[config.mk]
export PLATFORM = sky130hd
export DESIGN_NAME = beep_sequencer
export DESIGN_NICKNAME = d
export VERILOG_FILES = /design/src/rtl/sound_pkg.sv /design/src/rtl/beep_sequencer_tick_divider.sv /design/src/rtl/beep_sequencer.sv
export SDC_FILE = /design/constraint.sdc
export NUM_CORES = 1
export LEC_CHECK = 0
export BUFFER_PORTS_ARGS = -buffer_cell sky130_fd_sc_hd__buf_2
export CORE_MARGIN = 5
export CORE_UTILIZATION = 30
export CTS_CLUSTER_DIAMETER = 50
export DETAILED_ROUTE_END_ITERATION = 6
export PLACE_DENSITY = 0.53
export SYNTH_ARGS = -nofsm -noshare
export SYNTH_HDL_FRONTEND = slang
export SYNTH_SLANG_ARGS = --single-unit
[constraint.sdc]
create_clock -name clk -period 5.25 [get_ports clk]
set_input_delay 0 -clock clk [delete_from_list [all_inputs] [get_ports clk]]
set_output_delay 0 -clock clk [all_outputs]
set_load 0.02 [all_outputs]
[src/rtl/sound_pkg.sv]
// Shared definitions for the beep sequencer: FSM state encoding, field
// widths and the packed beep command payload.
package sound_pkg;

  localparam int unsigned FREQ_W       = 9;
  localparam int unsigned DUR_W        = 16;
  localparam int unsigned STEP_W       = 4;
  localparam int unsigned STEP_TICKS_W = 8;

  typedef enum logic {
    IDLE = 1'b0,
    PLAY = 1'b1
  } beep_state_e;

  // One beep command as latched at the handshake.
  typedef struct packed {
    logic [FREQ_W-1:0]       pitch_a;
    logic [FREQ_W-1:0]       pitch_b;
    logic [STEP_W-1:0]       step;
    logic [STEP_TICKS_W-1:0] step_ticks;
    logic [DUR_W-1:0]        duration;
  } beep_cmd_t;

endpackage

[src/rtl/beep_sequencer_tick_divider.sv]
// tick_divider: prescaler producing a one-cycle tick every CLK_HZ/TICK_HZ
// cycles while enabled.
// Ports:
//   clk    - system clock
//   reset  - synchronous active-high reset
//   clear  - restart the count at 0 (next tick is a full period away)
//   enable - count only when high; count holds 0 otherwise
//   tick   - high during the terminal-count cycle while enabled
module tick_divider #(
  parameter int unsigned CLK_HZ  = 27000000,
  parameter int unsigned TICK_HZ = 1000
) (
  input  logic clk,
  input  logic reset,
  input  logic clear,
  input  logic enable,
  output logic tick
);

  localparam int unsigned DIV   = (CLK_HZ / TICK_HZ < 1) ? 1 : CLK_HZ / TICK_HZ;
  localparam int unsigned CNT_W = (DIV > 1) ? $clog2(DIV) : 1;
  localparam logic [CNT_W-1:0] LAST = CNT_W'(DIV - 1);

  logic [CNT_W-1:0] cnt;

  // Free-running modulo-DIV counter, parked at 0 when idle or cleared.
  always_ff @(posedge clk) begin
    if (reset || clear || !enable) begin
      cnt <= '0;
    end else if (cnt == LAST) begin
      cnt <= '0;
    end else begin
      cnt <= cnt + CNT_W'(1);
    end
  end

  assign tick = enable && (cnt == LAST);

endmodule

[src/rtl/beep_sequencer.sv]
// beep_sequencer: plays one beep command at a time into the tone generator's
// freq input, with a fixed duration and an optional pitch sweep bouncing
// between pitch_a and pitch_b. freq = 0 is silence.
// Ports:
//   clk, reset            - clock, synchronous active-high reset
//   cmd_valid/cmd_ready   - command handshake (cmd_ready depends on state only)
//   cmd_pitch_a/_b        - sweep start / end pitch
//   cmd_step              - pitch increment per sweep step (0 = constant)
//   cmd_step_ticks        - ticks between sweep steps (0 = constant)
//   cmd_duration          - beep length in ticks (0 = until stop)
//   stop                  - abort the current beep
//   freq, busy, done      - tone code, playing flag, end-of-beep pulse
// Optional: define BEEP_PREEMPT_EN to let a new command restart a playing beep.
module beep_sequencer
  import sound_pkg::*;
#(
  parameter int unsigned CLK_HZ  = 27000000,
  parameter int unsigned TICK_HZ = 1000
) (
  input  logic                    clk,
  input  logic                    reset,
  input  logic                    cmd_valid,
  output logic                    cmd_ready,
  input  logic [FREQ_W-1:0]       cmd_pitch_a,
  input  logic [FREQ_W-1:0]       cmd_pitch_b,
  input  logic [STEP_W-1:0]       cmd_step,
  input  logic [STEP_TICKS_W-1:0] cmd_step_ticks,
  input  logic [DUR_W-1:0]        cmd_duration,
  input  logic                    stop,
  output logic [FREQ_W-1:0]       freq,
  output logic                    busy,
  output logic                    done
);

  localparam int unsigned PW = FREQ_W + 1;

  beep_state_e             state, state_d;
  beep_cmd_t               cmd_q, cmd_d;
  logic [FREQ_W-1:0]       freq_d;
  logic                    busy_d, done_d;
  logic                    dir_up, dir_up_d;
  logic                    sweep_en, sweep_en_d;
  logic [DUR_W-1:0]        elapsed, elapsed_d;
  logic [STEP_TICKS_W-1:0] step_cnt, step_cnt_d;

  logic                    accept_c;
  logic                    clear_c;
  logic                    tick;
  beep_cmd_t               new_cmd_c;

  logic [PW-1:0]           cur_w, hi_w, lo_w, up_w, dn_w;
  logic [DUR_W:0]          elapsed_inc;
  logic [STEP_TICKS_W:0]   step_inc;
  logic                    expire_c, step_hit_c;

`ifdef BEEP_PREEMPT_EN
  assign cmd_ready = 1'b1;
`else
  assign cmd_ready = (state == IDLE);
`endif

  assign accept_c = cmd_valid && cmd_ready;

  assign new_cmd_c = '{pitch_a:    cmd_pitch_a,
                       pitch_b:    cmd_pitch_b,
                       step:       cmd_step,
                       step_ticks: cmd_step_ticks,
                       duration:   cmd_duration};

  // Restart the prescaler on accept and keep it parked outside PLAY.
  assign clear_c = accept_c || (state_d != PLAY);

  tick_divider #(
    .CLK_HZ  (CLK_HZ),
    .TICK_HZ (TICK_HZ)
  ) u_tick (
    .clk    (clk),
    .reset  (reset),
    .clear  (clear_c),
    .enable (state == PLAY),
    .tick   (tick)
  );

  // Sweep and duration arithmetic, one bit wider so nothing wraps.
  always_comb begin
    cur_w       = {1'b0, freq};
    hi_w        = (cmd_q.pitch_a > cmd_q.pitch_b) ? {1'b0, cmd_q.pitch_a} : {1'b0, cmd_q.pitch_b};
    lo_w        = (cmd_q.pitch_a > cmd_q.pitch_b) ? {1'b0, cmd_q.pitch_b} : {1'b0, cmd_q.pitch_a};
    up_w        = cur_w + PW'(cmd_q.step);
    dn_w        = cur_w - PW'(cmd_q.step);
    elapsed_inc = {1'b0, elapsed} + (DUR_W+1)'(1);
    step_inc    = {1'b0, step_cnt} + (STEP_TICKS_W+1)'(1);
    expire_c    = (cmd_q.duration != '0) && (elapsed_inc == {1'b0, cmd_q.duration});
    step_hit_c  = (step_inc == {1'b0, cmd_q.step_ticks});
  end

  // State register and registered outputs.
  always_ff @(posedge clk) begin
    if (reset) begin
      state    <= IDLE;
      cmd_q    <= '0;
      freq     <= '0;
      busy     <= 1'b0;
      done     <= 1'b0;
      dir_up   <= 1'b0;
      sweep_en <= 1'b0;
      elapsed  <= '0;
      step_cnt <= '0;
    end else begin
      state    <= state_d;
      cmd_q    <= cmd_d;
      freq     <= freq_d;
      busy     <= busy_d;
      done     <= done_d;
      dir_up   <= dir_up_d;
      sweep_en <= sweep_en_d;
      elapsed  <= elapsed_d;
      step_cnt <= step_cnt_d;
    end
  end

  // Next-state and output logic.
  always_comb begin
    state_d    = state;
    cmd_d      = cmd_q;
    freq_d     = freq;
    busy_d     = busy;
    done_d     = 1'b0;
    dir_up_d   = dir_up;
    sweep_en_d = sweep_en;
    elapsed_d  = elapsed;
    step_cnt_d = step_cnt;

    case (state)
      IDLE: begin
        if (accept_c) begin
          state_d    = PLAY;
          cmd_d      = new_cmd_c;
          freq_d     = cmd_pitch_a;
          busy_d     = 1'b1;
          dir_up_d   = (cmd_pitch_b > cmd_pitch_a);
          sweep_en_d = (cmd_pitch_a != cmd_pitch_b) && (cmd_step != '0) && (cmd_step_ticks != '0);
          elapsed_d  = '0;
          step_cnt_d = '0;
        end
      end

      PLAY: begin
        if (stop) begin
          // Stop beats a same-cycle command and any tick event.
          state_d    = IDLE;
          freq_d     = '0;
          busy_d     = 1'b0;
          done_d     = 1'b1;
          elapsed_d  = '0;
          step_cnt_d = '0;
        end else if (accept_c) begin
          // Only reachable with preemption: restart silently with new fields.
          cmd_d      = new_cmd_c;
          freq_d     = cmd_pitch_a;
          dir_up_d   = (cmd_pitch_b > cmd_pitch_a);
          sweep_en_d = (cmd_pitch_a != cmd_pitch_b) && (cmd_step != '0) && (cmd_step_ticks != '0);
          elapsed_d  = '0;
          step_cnt_d = '0;
        end else if (tick) begin
          elapsed_d = elapsed_inc[DUR_W-1:0];
          if (expire_c) begin
            // Expiry wins over a sweep step landing on the same tick.
            state_d    = IDLE;
            freq_d     = '0;
            busy_d     = 1'b0;
            done_d     = 1'b1;
            elapsed_d  = '0;
            step_cnt_d = '0;
          end else if (sweep_en) begin
            if (step_hit_c) begin
              step_cnt_d = '0;
              if (dir_up) begin
                if (up_w >= hi_w) begin
                  freq_d   = hi_w[FREQ_W-1:0];
                  dir_up_d = 1'b0;
                end else begin
                  freq_d = up_w[FREQ_W-1:0];
                end
              end else begin
                if ($signed(dn_w) <= $signed(lo_w)) begin
                  freq_d   = lo_w[FREQ_W-1:0];
                  dir_up_d = 1'b1;
                end else begin
                  freq_d = dn_w[FREQ_W-1:0];
                end
              end
            end else begin
              step_cnt_d = step_inc[STEP_TICKS_W-1:0];
            end
          end
        end
      end

      default: state_d = IDLE;
    endcase
  end

endmodule

Word-level counts from Yosys, hierarchy flattened. Index checks and enable logic that the tools add are counted.

Bits in registers: 99. ROM bits: 0. RAM bits: 0. Output and inout port bits: 12. Bits in latches: 0. Input port bits: 50. Memories kept: 0.

$mul: 0. Bitwise operators: 2. Order comparisons: 4. Div/mod/pow operators: 0. Eq/ne operators: 16. Shifts and indexed selects: 0. $add $sub $neg: 5. Reductions and logical operators: 19. Muxes and demuxes: 60.

Operator list (number): $mux W9 (12); $mux W46 (2); $pmux W46 S2 (1); $mux W16 (5); $mux W8 (7); $pmux W16 S2 (1); $mux W1 (26); $gt A9 B9 Y1 (2); $pmux W9 S2 (1); $add A16 B1 Y17 const B (1); $eq A17 B16 Y1 (1); $pmux W8 S2 (1); $reduce_bool A16 Y1 (1); $add A15 B1 Y15 const B (1); $eq A15 B15 Y1 const B (1); $add A9 B4 Y10 (1); $ge A10 B9 Y1 (1); $le A10 B10 Y1 (1); $ne A5 B2 Y1 const B (2); $sub A9 B4 Y10 (1); $add A8 B1 Y9 const B (1); $eq A9 B8 Y1 (1); $ne A3 B1 Y1 const B (3); $ne A9 B9 Y1 (1); 17 further kinds (31).

Logic depth before layout (Yosys ltp).
Depth after elaboration: 13. Mapped depth: 17. Mapped depth without buffers: 17.

By module. A second synthesis with hierarchy kept.

Cells, all modules: 878. Area total of the unflattened synthesis: 6870.3 sq um.

By module, submodules not included: beep_sequencer (cells each 802, instances 1, area an instance 6207.2 sq um); tick_divider (cells each 76, instances 1, area an instance 663.1 sq um).

Worst setup path after synthesis. Ideal clock, no wire load.

Kind: reg-to-reg. Start: reg cmd_q[32] (netlist name). End: reg freq[0]. Path slack: 1.007 ns. Clock period less this slack: 4.243 ns. Arrival: 4.123 ns. Required time: 5.130 ns. Stages on the path, launching flop included: 17. Buffers on the path: 1. Cell sequence: dfxtp_1 inv_1 ha_1 a211oi_1 o21ai_0 o221a_2 o22ai_1 buf_2 mux2i_1 ha_1 a2111oi_0 o21ai_0 o21ai_0 o21ai_0 o22a_1 a32oi_1 a21oi_1.

Longest elaborated chain between the ends: 12. Elaborated cells on any way between the ends: 15.

RTL lines: start, declared (RTL line beep_sequencer.sv:38) `beep_cmd_t cmd_q, cmd_d;`; start signal, assigned (RTL line beep_sequencer.sv:111) `cmd_q <= cmd_d;`; $gt A9 B9 Y1 (RTL line beep_sequencer.sv:87, beep_sequencer.sv:88); $mux W9 (on tied branches) (RTL line beep_sequencer.sv:88, beep_sequencer.sv:87); $le A10 B10 Y1 / $ge A10 B9 Y1 (equally long branches) (RTL line beep_sequencer.sv:186, beep_sequencer.sv:179); $mux W9 (on tied branches) (RTL line beep_sequencer.sv:186, beep_sequencer.sv:179); $mux W9 * (RTL line beep_sequencer.sv:178) `if (dir_up) begin`; $mux W9 * (RTL line beep_sequencer.sv:176) `if (step_hit_c) begin`; $mux W9 * (RTL line beep_sequencer.sv:175) `end else if (sweep_en) begin`; $mux W9 * (RTL line beep_sequencer.sv:167) `if (expire_c) begin`; $mux W9 * (RTL line beep_sequencer.sv:165) `end else if (tick) begin`; $mux W9 * (RTL line beep_sequencer.sv:157) `end else if (accept_c) begin`; $mux W9 * (RTL line beep_sequencer.sv:149) `if (stop) begin`; $pmux W9 S2 * (RTL line beep_sequencer.sv:134) `case (state)`; end signal, assigned (RTL line beep_sequencer.sv:112) `freq <= freq_d;`; end, declared (RTL line beep_sequencer.sv:30) `output logic [FREQ_W-1:0] freq,`.

Every way passes the cells marked *; elsewhere a longest branch is shown, timed or not. The select of a mux whose other input is x is not followed. A chain may end at the register's enable or synchronous reset.

Worst setup path in the final report.
Start: reg cmd_q[32] (netlist name). End: reg freq[2].

Same word-level chain as after synthesis.

==> results.py <==
metrics = {
    "setup_path": {
        "crit_required_ns": 5.55,
        "start_kind": "flop",
        "crit_fanout": 10,
        "end_kind": "flop",
        "path_common_cell": "o21ai_0",
        "crit_slowest_cell": "o21ai_0",
        "critical_path_class": "flop to flop",
        "rrSetupSlack_ns": 0.59,
        "critPathArrivalTime_ns": 4.97,
        "critical_path.top_delay_family": "compound AO/OA/AOI/OAI gates",
        "cp_num_buf_inv": 2,
        "max_stage_delay_ns": 0.59,
        "worstPathCellList": "inv_1 -> ha_1 -> a211oi_1 -> o21ai_0 -> o221a_2 -> o22ai_2 -> buf_4 -> mux2i_1 -> ha_1 -> a2111oi_0 -> o21ai_0 -> o21ai_0 -> o21ai_0 -> o22a_1 -> a21oi_1 -> o221a_2",
    },
    "clocking": {
        "cts_setup_buffers": 0,
        "clockBufferDepth": 2,
        "worstSkewPairLatency_ns": 0.36,
        "h-tree-depth": 3,
        "clock-root-buffer": "clkbuf_16",
        "cts_tree": "built",
        "cts.clk_slew.worst_paths_ns": 0.07,
        "numCtsBuffers": 9,
        "cts.sinks": 99,
    },
    "synthesis": {
        "synth_flop_cell": "dfxtp_1",
        "ys_seq_elements": 99,
        "synth_edf_count": 0,
        "synth.avg_cell_area_um2": 7.77,
        "synth_cell_types": 70,
        "yosys_warnings": 0,
        "synth.cell_area_um2": 6600,
        "synth_nets": 948,
        "async_flop_share": 0,
        "seq_area_frac_synth": 0.300,
        "synthCells": 849,
    },
    "floorplan": {
        "die_h_um": 158,
        "die_w_um": 158,
        "start_util": 0.303,
        "ios": 62,
        "rows": 54,
        "fp.dieArea_um2": 25100,
        "core_um2": 21800,
    },
    "place": {
        "place_area_um2": 7100,
        "portBuffers": 61,
        "gp_congestion": 0.852,
        "pre_cts_ws_ns": 0.707,
        "hpwl_mm": 14.0,
    },
    "detailed_routing": {
        "drt-met1-wl_mm": 9.35,
        "wl_met2_mm": 8.68,
        "drt-pass1-iter-count": 5,
        "routed_wl_mm": 18.9,
        "routedWlPerCell_um": 15.7,
        "vias_per_cell": 5.10,
        "via_count": 6174,
        "highest_layer": "met4",
        "ant_nets": 0,
        "drt-initial-drc-count": 430,
        "dr_wl_met3_um": 670,
        "drc": 0,
    },
    "pwr": {
        "power.switching_mw": 0.758,
        "p_seq_frac": 0.383,
        "irDropWorstVdd_mv": 0.151,
        "p_leak_nw": 3.07,
        "clockPowerShare": 0.299,
        "p_sw_frac": 0.348,
        "internal_power_mw": 1.42,
        "p_per_area_nw_per_um2": 278,
        "combinationalPowerShare": 0.318,
    },
    "global_route": {
        "gr-usage-all-layers": 0.154,
        "grt_pass1_vias": 5809,
        "grt_pass1_wl_mm": 30.9,
        "grt_overflow": 0,
        "antenna_found_initial": 0,
        "grt_max_degree": 70,
    },
    "sta": {
        "slew_headroom": 0.166,
        "clock_skew_ns": 0.0138,
        "worstMarginPinSlew_ns": 1.22,
        "rsz0062_at_grt": "false",
        "post-route-min-period_ns": 4.66,
        "hold_viol": 0,
        "fin_ws_ns": 0.587,
        "fmax_mhz": 214,
        "drv_slew": 0,
        "setup_viol": 0,
        "min_period_over_period": 0.888,
        "fin_setup_tns_ns": 0,
    },
    "run_status": {
        "status": "finished clean",
    },
    "hold_path": {
        "hp-class": "primary input to flop",
    },
    "layout": {
        "drive_gt1_frac": 0.114,
        "finalInstanceArea_um2": 7840,
        "nets": 1025,
        "nFillCells": 2391,
        "antennaDiodeCount": 0,
        "area_delta_synth_final_pct": 18.9,
    },
    "run": {
        "maxCapViolCount": 0,
    },
}
placed cells by master, fill, tap and decap left out, types with 20 or more instances in the layout:
cell type and n:
a21oi_1 92, buf_2 61, dfxtp_1 99, dlygate4sd3_1 46, ha_1 47, inv_1 43
mux2i_1 20, nand2_1 126, nand3_1 25, nor2_1 51, o21ai_0 49, xnor2_1 35
xor2_1 27
cells in the mapped netlist (7+ instances only):
| library cell | instances | share of area |
|---|---|---|
| buf_2 | 8 | 0.0061 |
| inv_1 | 43 | 0.024 |
| nor4_1 | 14 | 0.013 |
| or3_1 | 10 | 0.0095 |
| o21ai_1 | 7 | 0.0053 |
| clkbuf_1 | 29 | 0.017 |
| nand2_1 | 127 | 0.072 |
| nor2b_1 | 7 | 0.0066 |
| mux2i_1 | 20 | 0.030 |
| o21a_1 | 9 | 0.010 |
| nor3_1 | 12 | 0.0091 |
| nor2_1 | 51 | 0.029 |
| o21ai_0 | 49 | 0.037 |
| nand4_1 | 12 | 0.011 |
| dfxtp_1 | 99 | 0.30 |
| a21oi_1 | 92 | 0.070 |
| nand3_1 | 25 | 0.019 |
| xnor2_1 | 35 | 0.046 |
| and3_1 | 10 | 0.0095 |
| xor2_1 | 27 | 0.036 |
| ha_1 | 47 | 0.089 |
per-layer routing:
layer  track usage  vias to the layer above
met3        0.0196                       16
li1              -                     3165
met2         0.251                      122
met1         0.215                     2871
met4        0.0386                        0
met5             0                        -
power by group through the flow:
stage / combinational, mW / clock (mW) / sequential, mW
floorplan: 0.490 / 0 / 0.837
global placement: 0.660 / 0 / 0.851
detailed placement: 0.657 / 0 / 0.852
CTS: 0.690 / 0.667 / 0.834
global route: 0.778 / 0.696 / 0.841
finish: 0.692 / 0.652 / 0.834
stage by stage:
step	cells	power, mW	util	hold WS [ns]
after global placement	1149	1.51	0.326	0.244
after detailed placement	1149	1.51	0.326	0.246
final	1210	2.18	0.360	0.0611
after global routing	1210	2.31	0.360	0.100
after CTS	1210	2.19	0.360	0.0630
after floorplan	849	1.33	-	0.136
sequential cells by signal (all words and copies together), names as in the netlist:
name,cells
busy,1
cmd_q,46
dir_up,1
done,1
elapsed,16
freq,9
state,1
step_cnt,8
sweep_en,1
u_tick.cnt,15
worst min-delay path, cell delays in order:
cell     delay [ns]
buf_2          0.12
a21oi_1        0.07
a21oi_1        0.14
nor2_1         0.05
area by class of cell:
| class | instances | area (um^2) | area share |
|---|---|---|---|
| multi-input cells | 660 | 4260 | 0.543 |
| flip-flops and latches | 99 | 1980 | 0.253 |
| repair buffers | 112 | 803 | 0.102 |
| well taps | 280 | 350 | 0.0447 |
| clock buffers | 11 | 243 | 0.0310 |
| inverters | 44 | 165 | 0.0211 |
| clock inverters | 4 | 36.3 | 0.00463 |
worst paths after layout:
| kind | startpoint | cells past startpoint | endpoint |
|---|---|---|---|
| worst max-delay path | cmd_q[32]$_SDFFE_PP0P_ | 16 | freq[2]$_SDFFE_PP0P_ |
| worst min-delay path | stop | 4 | state$_SDFF_PP0_ |
| worst max register to register | cmd_q[32]$_SDFFE_PP0P_ | 16 | freq[2]$_SDFFE_PP0P_ |
| worst min register to register | u_tick.cnt[0]$_SDFF_PP0_ | 1 | u_tick.cnt[0]$_SDFF_PP0_ |
repair_timing:
action,4_1_cts,5_1_grt
hold buffers,46,0
gates resized for setup,0,0
endpoints found under the hold margin,50,0
kinds of logic after synthesis:
group | Yosys count | share of synthesized area
mux | 22 | 0.0338
fa+ha+maj | 49 | 0.0952
flops | 99 | 0.300
simple gates | 306 | 0.226
xor+xnor | 62 | 0.0823
buf+inv | 90 | 0.0561
compound gates | 221 | 0.206
(Power assumes the default switching activity.)
